<file path="src/rtl/slave_fifo.sv">
// MCDT per-channel slave FIFO: valid/ready write side, req/ack read side.
// Optional sticky overflow flag built when SLV_FIFO_OVF_CHK_EN is defined.
module slave_fifo #(
  parameter int DW    = 32,
  parameter int DEPTH = 32,
  parameter int AW    = 5
) (
  input  logic          clk_i,
  input  logic          rstn_i,
  input  logic [DW-1:0] chnl_data_i,
  input  logic          chnl_valid_i,
  output logic          chnl_ready_o,
  input  logic          slv_en_i,
  output logic [DW-1:0] slv_data_o,
  output logic          slv_req_o,
  output logic          slv_val_o,
  input  logic          a2s_ack_i,
  output logic [AW:0]   slv_margin_o,
  output logic          slv_ovf_o
);

  logic [DW-1:0] mem [DEPTH];
  logic [AW:0]   wptr;
  logic [AW:0]   rptr;
  logic [AW:0]   count;
  logic          en;
  logic          empty;
  logic          full;
  logic          push;
  logic          pop;

  // Gating with rstn_i keeps the handshake outputs low while in reset.
  assign en    = slv_en_i & rstn_i;
  assign empty = (wptr == rptr);
  assign full  = (wptr[AW-1:0] == rptr[AW-1:0]) &&
                 (wptr[AW] != rptr[AW]);
  assign count = wptr - rptr;

  assign chnl_ready_o = en & ~full;
  assign push         = chnl_valid_i & chnl_ready_o;
  assign slv_req_o    = en & ~empty;
  assign slv_val_o    = a2s_ack_i & slv_req_o;
  assign pop          = slv_val_o;

  assign slv_data_o   = slv_val_o ? mem[rptr[AW-1:0]] : '0;
  assign slv_margin_o = (AW+1)'(DEPTH) - count;

  // Storage array; contents need no reset.
  always_ff @(posedge clk_i) begin
    if (push) begin
      mem[wptr[AW-1:0]] <= chnl_data_i;
    end
  end

  // Wrap-bit pointers advance on push and pop.
  always_ff @(posedge clk_i or negedge rstn_i) begin
    if (!rstn_i) begin
      wptr <= '0;
      rptr <= '0;
    end else begin
      if (push) wptr <= wptr + 1'b1;
      if (pop)  rptr <= rptr + 1'b1;
    end
  end

`ifdef SLV_FIFO_OVF_CHK_EN
  logic ovf_q;

  // Sticky flag for a write attempted into a full FIFO.
  always_ff @(posedge clk_i or negedge rstn_i) begin
    if (!rstn_i) begin
      ovf_q <= 1'b0;
    end else if (chnl_valid_i & full & en) begin
      ovf_q <= 1'b1;
    end
  end

  assign slv_ovf_o = ovf_q;
`else
  assign slv_ovf_o = 1'b0;
`endif

endmodule
</file>
<file path="config.mk">
export PLATFORM = sky130hd
export DESIGN_NAME = slave_fifo
export DESIGN_NICKNAME = d
export VERILOG_FILES = /design/src/rtl/slave_fifo.sv
export SDC_FILE = /design/constraint.sdc
export NUM_CORES = 1
export LEC_CHECK = 0
export BUFFER_PORTS_ARGS = -buffer_cell sky130_fd_sc_hd__buf_2
export CAP_MARGIN = 20
export CORE_AREA = 8 8 346 348
export CTS_CLUSTER_SIZE = 28
export DETAILED_ROUTE_END_ITERATION = 16
export DIE_AREA = 0 0 354 356
export MAX_ROUTING_LAYER = met4
export SYNTH_ARGS = -nofsm -noshare
export SYNTH_HDL_FRONTEND = slang
export SYNTH_SLANG_ARGS = --single-unit
export TNS_END_PERCENT = 1
</file>
<file path="constraint.sdc">
create_clock -name clk_i -period 4.2 [get_ports clk_i]
set_input_delay 0.84 -clock clk_i [delete_from_list [all_inputs] [get_ports clk_i]]
set_output_delay 0.84 -clock clk_i [all_outputs]
set_load 0.03 [all_outputs]
</file>
* Word-level counts from Yosys, hierarchy flattened
Memory sizes are Yosys's and may differ from the RTL's.
Index checks and enable logic that the tools add are counted.
** Storage, ports and cells
- Memories kept :: 1
- Bits of input ports :: 37
- Flip-flop bits (word level) :: 12
- Memory bits (writable) :: 1024
- Logic and storage cells :: 21
- Output and inout port bits :: 42
** Operators by class
- Muxes and demuxes :: 3
- Reductions and logical operators :: 1
- Add/subtract/negate cells :: 4
- Equality and inequality tests :: 3
- Bitwise logic cells :: 7
** Memories
- mem :: words 32, width 32, rd ports 1, clocked after memory_dff 0, wr ports 1, RTL line 22 : logic [DW-1:0] mem [DEPTH];
** Operator list (number)
- two-way mux 32 bit :: 1
- adder 6 x 1 -> 6 bit (second input constant) :: 2
- == test 6 bit :: 1
- subtractor 6 bit :: 1
- subtractor 6 bit (first input constant) :: 1
- AND 1 bit :: 5
- == test 5 bit :: 1
- two-way mux 1 bit :: 2
- NOT 1 bit :: 2
- logical AND 1 bit :: 1
- inequality test 1 bit :: 1

* Depth between registers and ports, before layout
Gate-level depths: netlist (run 1).
- Word-level depth :: 7
- Mapped depth :: 12
- Mapped depth without buffers :: 8

* Least setup slack after synthesis (run 1)
OpenSTA, ideal clock, no wires.
- Kind :: register -> register
- Start point :: register rptr[0]
- End point :: memory mem[27][0] (enable)
- Stages on the path, launching flop included :: 11
- Buffers on the path :: 4
- Library setup time :: 0.421 ns
- Setup slack :: 0.155 ns
- Clock period less this slack :: 4.045 ns
- Data required time :: 3.779 ns
- Arrival :: 3.624 ns
- Cell sequence :: dfrtp_1 > buf_2 > buf_4 > buf_4 > inv_1 > ha_1 > and4_2 > buf_2 > a31oi_2 > nand2_1 > nor2_1
** Between the ends
- Longest elaborated chain between the ends :: 7
** RTL lines
- from (decl) :: RTL line 24 : logic [AW:0] rptr;
- from (signal assigned) :: RTL line 62 : if (pop) rptr <= rptr + 1'b1;
- == test 5 bit :: RTL line 35 : assign full = (wptr[AW-1:0] == rptr[AW-1:0]) &&
- logical AND 1 bit :: RTL line 35
- NOT 1 bit :: RTL line 39 : assign chnl_ready_o = en & ~full;
- AND 1 bit :: RTL line 39
- AND 1 bit :: RTL line 40 : assign push = chnl_valid_i & chnl_ready_o;
- two-way mux 1 bit :: RTL line 50 : if (push) begin
- two-way mux 1 bit (not written as such) :: RTL line 51 : mem[wptr[AW-1:0]] <= chnl_data_i;
- to (decl) :: RTL line 22
No other way between the ends.

* Worst setup path after layout (run 1)
- Start point :: register wptr[4]
- End point :: output port slv_data_o[7]
** Between the ends
- Longest elaborated chain between the ends :: 5
** RTL lines
- from (decl) :: RTL line 23 : logic [AW:0] wptr;
- from (signal assigned) :: RTL line 61 : if (push) wptr <= wptr + 1'b1;
- == test 6 bit :: RTL line 34 : assign empty = (wptr == rptr);
- NOT 1 bit :: RTL line 41 : assign slv_req_o = en & ~empty;
- AND 1 bit :: RTL line 41
- AND 1 bit :: RTL line 42 : assign slv_val_o = a2s_ack_i & slv_req_o;
- two-way mux 32 bit :: RTL line 45 : assign slv_data_o = slv_val_o ? mem[rptr[AW-1:0]] : '0;
- to (decl) :: RTL line 14 : output logic [DW-1:0] slv_data_o,
No other way between the ends.

==> impl_metrics.py, run 1 <==
metrics = {
    "critical_path": {
        "rr_startpoint": "wptr[4]$_DFFE_PN0P_",
        "startpoint_type": "flop",
        "crit_type": "reg -> out",
        "crit_arrival_ps": 3230,
        "cp-end-kind": "output pin",
        "crit_fanout": 32,
        "worstPathRequired_ps": 3360,
        "startpoint": "wptr[4]$_DFFE_PN0P_",
    },
    "global_routing": {
        "grt_max_degree": 133,
        "grt_pass1_wl_mm": 141,
        "antenna_found_initial": 7,
        "grt_pass1_vias": 19684,
        "gr-total-overflow": 0,
        "grtUsageTotal_pct": 15.7,
    },
    "detailed_routing": {
        "num_vias": 18626,
        "wl_met2_mm": 49.7,
        "wl_per_cell_um": 28.1,
        "drt_iter0_markers": 1722,
        "drtPass1Iterations": 5,
        "wl_met1_mm": 40.4,
        "drt-total-wl_mm": 98.0,
        "wl_met3_mm": 5.87,
        "drc_errors": 0,
        "vias_per_cell": 5.35,
        "highest_layer": "met4",
        "drtAntennaViolNets": 0,
    },
    "yosys": {
        "synthFlopType": "edfxtp_1",
        "synth_most_common_cell": "edfxtp_1",
        "synth_area_leaders": "edfxtp_1 (78%), mux4_2 (15%), a22oi_1 (2.4%)",
        "ys_seq_area_share_pct": 78.4,
        "yosys_register_bits": 1036,
        "syn_area_um2": 39600,
        "synth-edff-count": 1024,
        "syn_area_per_cell_um2": 22.9,
        "async_flop_share_pct": 1.16,
        "synthTopCellsByCount": "edfxtp_1 (1024), mux4_2 (256), a22oi_1 (128), nand2_1 (75), clkbuf_1 (35)",
        "synth.distinct_cells": 34,
        "synthCells": 1730,
        "synth_top_area_share_pct": 77.6,
        "synth_area_leader_cell": "edfxtp_1",
        "yosys_warnings": 0,
        "synth_nets": 1782,
    },
    "power_and_ir_drop": {
        "vdd_drop_max_uv": 453,
        "powerDensity_nw_per_um2": 621,
        "leakage_uw": 0.0143,
    },
    "floorplan": {
        "die_w_um": 354,
        "die_h_um": 356,
        "die_area_um2": 126000,
        "io_pins": 79,
        "start_util_pct": 34.8,
        "coreArea_um2": 114000,
        "rows": 124,
    },
    "timing": {
        "fmax_ghz": 0.246,
        "relSlewSlack_pct": 36.8,
        "fin_crit_sh_pct": 97.0,
        "rsz0062_at_grt": "no",
        "period_minus_slack_ps": 4070,
        "final-hold-violation-count": 0,
        "clock_skew_ps": 17.3,
        "worst_slew_pin_slew_ps": 947,
        "setup_ws_ps": 127,
        "maxSlewViolCount": 0,
        "setup-tns-final_ps": 0,
        "setup_viol": 0,
    },
    "clocking": {
        "cts_max_level": 3,
        "path_clk_slew_ps": 60,
        "cts_buffers": 101,
        "clockBufferDepth": 3,
        "cts_sinks": 1036,
        "ctsHoldBuffers": 0,
        "cts_tree": "done",
        "root_buffer": "clkbuf_16",
        "clkLatencyLatePin_ps": 680,
    },
    "placement": {
        "dpl_cell_area_um2": 42600,
        "portBuffers": 77,
        "gp_congestion": 0.765,
        "hpwl_mm": 52.8,
        "dp_slack_ps": 745,
    },
    "layout": {
        "syn2layout_area_growth_pct": 15.9,
        "multiInputGateArea_um2": 8240,
        "layout-drive-gt1-share_pct": 30.3,
        "final_area_um2": 45900,
        "fin_nets": 1938,
        "post-route-util_pct": 40.3,
        "seq_area_um2": 31100,
        "n_fill_cell": 9892,
    },
    "outcome": {
        "status": "complete, no violations",
    },
    "job": {
        "cap_violations": 0,
    },
    "worst_hold_path": {
        "hold_class": "in -> async",
    },
}
## area by class of cell
class / count / area share (%)
multi-input cells: 586 / 18.0
inverters: 9 / 0.0736
flip-flops and latches: 1036 / 67.7
clock buffers: 121 / 5.72
diodes: 6 / 0.0327
well taps: 1512 / 4.12
repair buffers: 152 / 3.07
clock inverters: 60 / 1.38
## what timing repair did
action,4_1_cts,5_1_grt
setup endpoints to repair,0,12
setup buffers,0,4
resized for setup,0,3
## state kept, by name, summed over array words and instances (netlist names)
name and count:
mem 1024, rptr 6, wptr 6
## metrics by stage
stage / power (µW) / std cells / hold WS [ps]
after floorplan: 17400 / 1730 / 502
after global placement: 19800 / 3290 / 554
after detailed placement: 19900 / 3290 / 554
after CTS: 28800 / 3471 / 25.9
after global routing: 29600 / 3482 / 49.6
final: 28500 / 3482 / 57.1
## kinds of logic (layout without fill, tap and decap cells)
logic type                 count (synthesis)  in the layout  synth area share (%)
DFF                                     1036           1036                  78.4
muxes                                    257            257                  14.6
other                                      1              7               0.00947
xor gates and xnor gates                  16             16                 0.373
adders and majority gates                 15             15                 0.493
and+or+nand+nor                          128            128                  1.32
AOI/OAI and AO/OA                        169            169                  3.34
buffers and inverters                    108            342                  1.48
## placed cells by master, fill, tap and decap left out, types with 2 or more instances in the layout
cell / count
buf_2: 77
a21o_1: 2
a22oi_1: 128
xor2_1: 2
nand3_1: 7
a21oi_1: 2
dfrtp_2: 2
clkinv_2: 15
clkbuf_16: 103
mux4_2: 256
bufinv_16: 11
a31oi_1: 2
ha_1: 14
nand2_1: 75
clkinvlp_4: 4
clkinv_1: 22
buf_12: 34
inv_1: 9
nor2_4: 33
nor2b_4: 3
inv_16: 2
nand4_1: 4
buf_4: 39
edfxtp_1: 1024
xnor2_1: 13
inv_6: 4
clkbuf_1: 19
dfrtp_1: 8
dfrtp_4: 2
a22o_1: 32
diode_2: 6
## critical path: stages (launching register included)
cell and delay (ps):
dfrtp_1 480, inv_1 130, ha_1 320, and4_2 290, a311oi_4 330, nor2b_4 220
buf_12 220, a22o_1 270, buf_2 230
## worst paths after layout
check                                        end  slack (ps)  depth (start not counted)
max                                slv_data_o[7]         130                          8
min                          wptr[5]$_DFFE_PN0P_          60                          1
max reg2reg                mem[11][11]$_DFFE_PP_         970                          9
min reg2reg                  wptr[3]$_DFFE_PN0P_         550                          1
max in group asynchronous    rptr[0]$_DFFE_PN0P_        3870                          1
min in group clk_i           wptr[3]$_DFFE_PN0P_         550                          1
## report_power, final
group | switching [µW] | internal [µW] | leakage [µW]
Sequential | 139 | 11600 | 0.00935
Clock | 3790 | 5140 | 0.00158
Combinational | 4570 | 3320 | 0.00340
Total | 8500 | 20000 | 0.0143
## per-layer routing
| layer | vias to the layer above | GRT usage, % |
|---|---|---|
| met5 | - | - |
| met4 | 0 | 4.03 |
| met3 | 131 | 2.59 |
| met2 | 605 | 26.3 |
| met1 | 10188 | 20.0 |
| li1 | 7702 | - |
Note: power is estimated with default switching activity, not from simulation.
==> run 2: changes to the inputs <==
--- a/config.mk
+++ b/config.mk
@@ -7,10 +7,10 @@
 export LEC_CHECK = 0
 export BUFFER_PORTS_ARGS = -buffer_cell sky130_fd_sc_hd__buf_2
 export CAP_MARGIN = 20
-export CORE_AREA = 8 8 346 348
+export CORE_AREA = 4 4 342 344
 export CTS_CLUSTER_SIZE = 28
 export DETAILED_ROUTE_END_ITERATION = 16
-export DIE_AREA = 0 0 354 356
+export DIE_AREA = 0 0 346 348
 export MAX_ROUTING_LAYER = met4
 export SYNTH_ARGS = -nofsm -noshare
 export SYNTH_HDL_FRONTEND = slang
==> constraint.sdc (replaced) <==
create_clock -name clk_i -period 4 [get_ports clk_i]
set_input_delay 0.8 -clock clk_i [delete_from_list [all_inputs] [get_ports clk_i]]
set_output_delay 0.8 -clock clk_i [all_outputs]
set_load 0.03 [all_outputs]
==> run 2 against run 1 <==
Against the previous run: setup slack got worse by 34 ps; clock-buffer cell count increased by 6; routed wire length increased by 2.4%.
==> impl_metrics.py, run 2 (same netlist as run 1, synthesis figures left out) <==
metrics = {
    "outcome": {
        "status": "complete, no violations",
    },
    "global_routing": {
        "grt_pass1_wl_mm": 141,
        "gr-total-overflow": 0,
        "grt_pass1_vias": 19288,
        "grtUsageTotal_pct": 16.7,
        "antenna_found_initial": 7,
        "grt_max_degree": 130,
    },
    "worst_hold_path": {
        "hold_class": "in -> async",
    },
    "layout": {
        "layout-drive-gt1-share_pct": 31.5,
        "mostFrequentLayoutCell": "edfxtp_1",
        "finalNonFillerCells": 3498,
        "syn2layout_area_growth_pct": 16.8,
        "mostFrequentLayoutCells": "edfxtp_1 (1024), mux4_2 (256), a22oi_1 (127)",
        "fin_nets": 1951,
        "largest_reg_flops": 1024,
    },
    "power_and_ir_drop": {
        "vdd_drop_max_uv": 447,
        "leakage_uw": 0.0145,
        "powerDensity_nw_per_um2": 650,
    },
    "detailed_routing": {
        "drtPass1Iterations": 5,
        "wl_met3_mm": 6.69,
        "drt_iter0_markers": 2020,
        "num_vias": 18787,
        "vias_per_cell": 5.37,
        "highest_layer": "met4",
        "wl_met2_mm": 50.8,
        "wl_met1_mm": 40.6,
        "drtAntennaViolNets": 0,
        "wl_per_cell_um": 28.7,
        "drc_errors": 0,
        "drt-total-wl_mm": 100,
    },
    "floorplan": {
        "die_area_um2": 120000,
        "coreArea_um2": 114000,
        "die_h_um": 348,
        "die_w_um": 346,
        "io_pins": 79,
        "start_util_pct": 34.8,
        "rows": 124,
    },
    "timing": {
        "fin_crit_sh_pct": 97.7,
        "setup_viol": 0,
        "rsz0062_at_grt": "yes",
        "fin_hold_ws_ps": 42.7,
        "fmax_ghz": 0.256,
        "setup-tns-final_ps": 0,
        "final-hold-violation-count": 0,
        "worst_slew_pin_slew_ps": 926,
        "clock_skew_ps": 32.3,
        "maxSlewViolCount": 0,
        "period_minus_slack_ps": 3910,
        "relSlewSlack_pct": 38.3,
    },
    "critical_path": {
        "rr_startpoint": "rptr[2]$_DFFE_PN0P_",
        "crit_arrival_ps": 3110,
        "crit_fanout": 8,
        "crit_buf_inv": 3,
        "crit_family": "simple AND/OR/NAND/NOR gates",
        "cp-end-kind": "output pin",
        "crit_type": "reg -> out",
        "startpoint": "rptr[2]$_DFFE_PN0P_",
        "worstPathRequired_ps": 3200,
        "startpoint_type": "flop",
        "cp_slowest_stage_delay_ps": 520,
        "crit_chain": "ha_1 -> and4_2 -> a311oi_4 -> nor2b_4 -> buf_4 -> buf_12 -> a22o_1 -> buf_2",
        "slowest_stage": "dfrtp_4",
    },
    "clocking": {
        "root_buffer": "clkbuf_16",
        "cts_sinks": 1036,
        "ctsHoldBuffers": 0,
        "cts_buffers": 101,
        "path_clk_slew_ps": 60,
        "clockBufferDepth": 3,
        "cts_max_level": 3,
        "clkLatencyLatePin_ps": 680,
        "cts_tree": "done",
    },
    "placement": {
        "portBuffers": 77,
        "dp_cells": 3293,
        "hpwl_mm": 51.0,
        "gp_congestion": 0.769,
    },
    "job": {
        "cap_violations": 0,
    },
}
[run 2: changes by cell type in the layout (fill, tap and decap cells not counted), sizes merged]
cell	before	now
clkinvlp	4	5
clkinv	39	43
clkbuf	122	137
bufinv	11	7
buf	151	155
inv	15	11
[run 2: where the power goes]
part	switching, µW	leakage, µW	internal, µW
Sequential	131	0.00935	12100
Combinational	4860	0.00358	3750
Clock	4020	0.00155	5170
Total	9010	0.0145	21100
[run 2: final cells by class]
cell class	count	area (µm²)
Antenna cell	6	15.0
Clock buffer	127	2650
Sequential cell	1036	31100
Multi-Input combinational cell	586	8320
Fill cell	9932	67600
Clock inverter	57	566
Inverter	9	33.8
Tap cell	1512	1890
Timing Repair Buffer	165	1710
[run 2: timing repair]
item	4_1_cts	5_1_grt
pin swaps	0	2
resized for setup	11	25
cloned	1	5
setup buffers	1	8
setup endpoints to repair	27	33
[run 2: metrics by stage]
step | setup slack [ps] | total power [µW] | instance area [µm²] | utilization, %
6_report | 93.0 | 30100 | 46200 | 40.6
5_1_grt | -41.5 | 31300 | 46200 | 40.6
4_1_cts | -57.1 | 30000 | 45900 | 40.3
3_5_place_dp | 525 | 20800 | 42600 | 37.4
3_3_place_gp | 575 | 20700 | 42600 | 37.4
2_1_floorplan | -44.7 | 18200 | 39600 | -
[run 2: path summary, 6_finish.rpt]
kind                                         end  slack [ps]  depth (start not counted)
setup / recovery                   slv_data_o[2]          90                          8
hold / removal               rptr[4]$_DFFE_PN0P_          40                          1
setup reg to reg           mem[20][24]$_DFFE_PP_         930                          7
hold reg to reg              rptr[5]$_DFFE_PN0P_         570                          1
max in group asynchronous    rptr[2]$_DFFE_PN0P_        3680                          1
min in group clk_i           rptr[5]$_DFFE_PN0P_         570                          1
[run 2: layer usage]
| layer | track usage (%) | vias to the layer above |
|---|---|---|
| met5 | - | - |
| met4 | 4.19 | 0 |
| met3 | 2.96 | 138 |
| met2 | 27.1 | 689 |
| met1 | 22.0 | 10231 |
| li1 | - | 7729 |
==> run 3: changes to the inputs <==
==> constraint.sdc (replaced) <==
create_clock -name clk_i -period 4.6 [get_ports clk_i]
set_input_delay 0.92 -clock clk_i [delete_from_list [all_inputs] [get_ports clk_i]]
set_output_delay 0.92 -clock clk_i [all_outputs]
set_load 0.03 [all_outputs]
==> run 3 against run 2 <==
Against the previous run: sequential share of layout area up 0.69 points; highest routed layer unchanged; combinational power down 18%; largest cell class unchanged; routed wire length down 0.14%; sequential power down 13%; first-iteration DRC count down 0.25%.
==> impl_metrics.py, run 3 (same netlist as run 1, synthesis figures left out) <==
metrics = {
    "global_routing": {
        "grtUsageTotal_pct": 17.1,
        "antenna_found_initial": 10,
        "gr-total-overflow": 0,
        "grt_pass1_vias": 19545,
        "grt_pass1_wl_mm": 144,
        "grt_max_degree": 165,
    },
    "layout": {
        "mostFrequentLayoutCell": "edfxtp_1",
        "final_area_um2": 45800,
        "syn2layout_area_growth_pct": 15.6,
        "largest_reg_flops": 1024,
        "layout-drive-gt1-share_pct": 30.1,
        "fin_nets": 1927,
        "mostFrequentLayoutCells": "edfxtp_1 (1024), mux4_2 (256), a22oi_1 (128)",
    },
    "critical_path": {
        "reg2reg_setup_slack_ps": 1120,
        "rr_startpoint": "rptr[0]$_DFFE_PN0P_",
        "worstPathRequired_ps": 3680,
        "crit_arrival_ps": 3590,
        "crit_type": "reg -> out",
        "cp-end-kind": "output pin",
        "reg2regPathDepth": 8,
        "reg2reg_to": "mem[15][27]$_DFFE_PP_",
        "startpoint_type": "flop",
        "crit_fanout": 164,
    },
    "power_and_ir_drop": {
        "vdd_drop_max_uv": 518,
        "leakage_uw": 0.0143,
        "powerDensity_nw_per_um2": 567,
    },
    "floorplan": {
        "die_w_um": 346,
        "start_util_pct": 34.8,
        "rows": 124,
        "coreArea_um2": 114000,
        "die_area_um2": 120000,
        "io_pins": 79,
        "die_h_um": 348,
    },
    "clocking": {
        "cts_sinks": 1036,
        "cts_buffers": 100,
        "root_buffer": "clkbuf_16",
        "path_clk_slew_ps": 60,
        "cts_tree": "done",
        "cts_max_level": 3,
        "clkLatencyLatePin_ps": 670,
        "clockBufferDepth": 3,
    },
    "detailed_routing": {
        "drtPass1Iterations": 5,
        "drtAntennaViolNets": 0,
        "wl_per_cell_um": 28.8,
        "drc_errors": 0,
        "drt_iter0_markers": 2015,
        "drt-total-wl_mm": 100,
        "vias_per_cell": 5.37,
        "num_vias": 18661,
    },
    "timing": {
        "maxSlewViolCount": 0,
        "fmax_ghz": 0.222,
        "fin_hold_ws_ps": 167,
        "final-hold-violation-count": 0,
        "rsz0062_at_grt": "no",
        "period_minus_slack_ps": 4510,
        "relSlewSlack_pct": 9.26,
        "fin_crit_sh_pct": 98.0,
        "setup-tns-final_ps": 0,
        "setup_viol": 0,
        "worst_slew_pin_slew_ps": 1360,
        "clock_skew_ps": 41.1,
    },
    "placement": {
        "hpwl_mm": 52.5,
        "gp_congestion": 0.772,
        "dpl_cell_area_um2": 42500,
        "portBuffers": 77,
    },
    "outcome": {
        "status": "complete, no violations",
    },
    "job": {
        "cap_violations": 0,
    },
    "worst_hold_path": {
        "hold_class": "in -> async",
    },
}
## run 3: cell types whose count changed in the layout (fill, tap and decap cells not counted), sizes merged
| cell | delta |
|---|---|
| clkinv | -6 |
| inv | +5 |
| buf | -13 |
| bufinv | +4 |
| clkbuf | -18 |
| clkinvlp | +3 |
| diode | +1 |
## run 3: how the worst max path moves through the flow
stage	startpoint	to	slack, ps	cells past startpoint
finish	rptr[2]$_DFFE_PN0P_	slv_data_o[13]	90	6
global route	rptr[2]$_DFFE_PN0P_	slv_data_o[13]	30	6
CTS	rptr[0]$_DFFE_PN0P_	slv_data_o[26]	90	6
detailed placement	rptr[0]$_DFFE_PN0P_	slv_data_o[26]	780	6
global placement	rptr[0]$_DFFE_PN0P_	slv_data_o[26]	790	6
floorplan	rptr[0]$_DFFE_PN0P_	mem[27][0]$_DFFE_PP_	560	10
## run 3: area by class of cell
| cell class | instances | area (µm²) |
|---|---|---|
| Antenna cell | 7 | 17.5 |
| Clock buffer | 119 | 2570 |
| Clock inverter | 63 | 687 |
| Fill cell | 9953 | 68100 |
| Inverter | 9 | 33.8 |
| Multi-Input combinational cell | 586 | 8240 |
| Sequential cell | 1036 | 31100 |
| Tap cell | 1512 | 1890 |
| Timing Repair Buffer | 142 | 1260 |
## run 3: power breakdown
group	internal, µW	switching (µW)
combinational	2980	4130
clock	4640	3480
sequential	10600	183
total	18200	7790
## run 3: layer usage
layer / wire length [µm] / GRT usage, %
met1: 40700 / 21.9
met2: 50700 / 28.4
met3: 6270 / 2.71
met4: 2450 / 4.94
met5: 0 / -
## run 3: metrics by stage
stage	setup slack, ps	power [µW]	utilization (%)	cells
floorplan	555	15900	-	1730
global placement	789	18100	37.3	3285
detailed placement	777	18100	37.3	3285
CTS	86.3	26200	40.2	3467
global route	30.8	27100	40.2	3473
finish	93.4	26000	40.2	3474
## run 3: what timing repair did
action | CTS | global route
hold buffers | 0 | 0
endpoints found under the hold margin | 0 | 0
endpoints found under the setup margin | 0 | 16
gates resized for setup | 0 | 1
setup buffers | 0 | 0
## run 3: critical path, stage by stage (launching register included)
cell,delay [ps]
dfrtp_4,590
buf_12,550
mux4_2,430
a22oi_1,320
nand2_1,200
a22o_1,210
buf_2,170
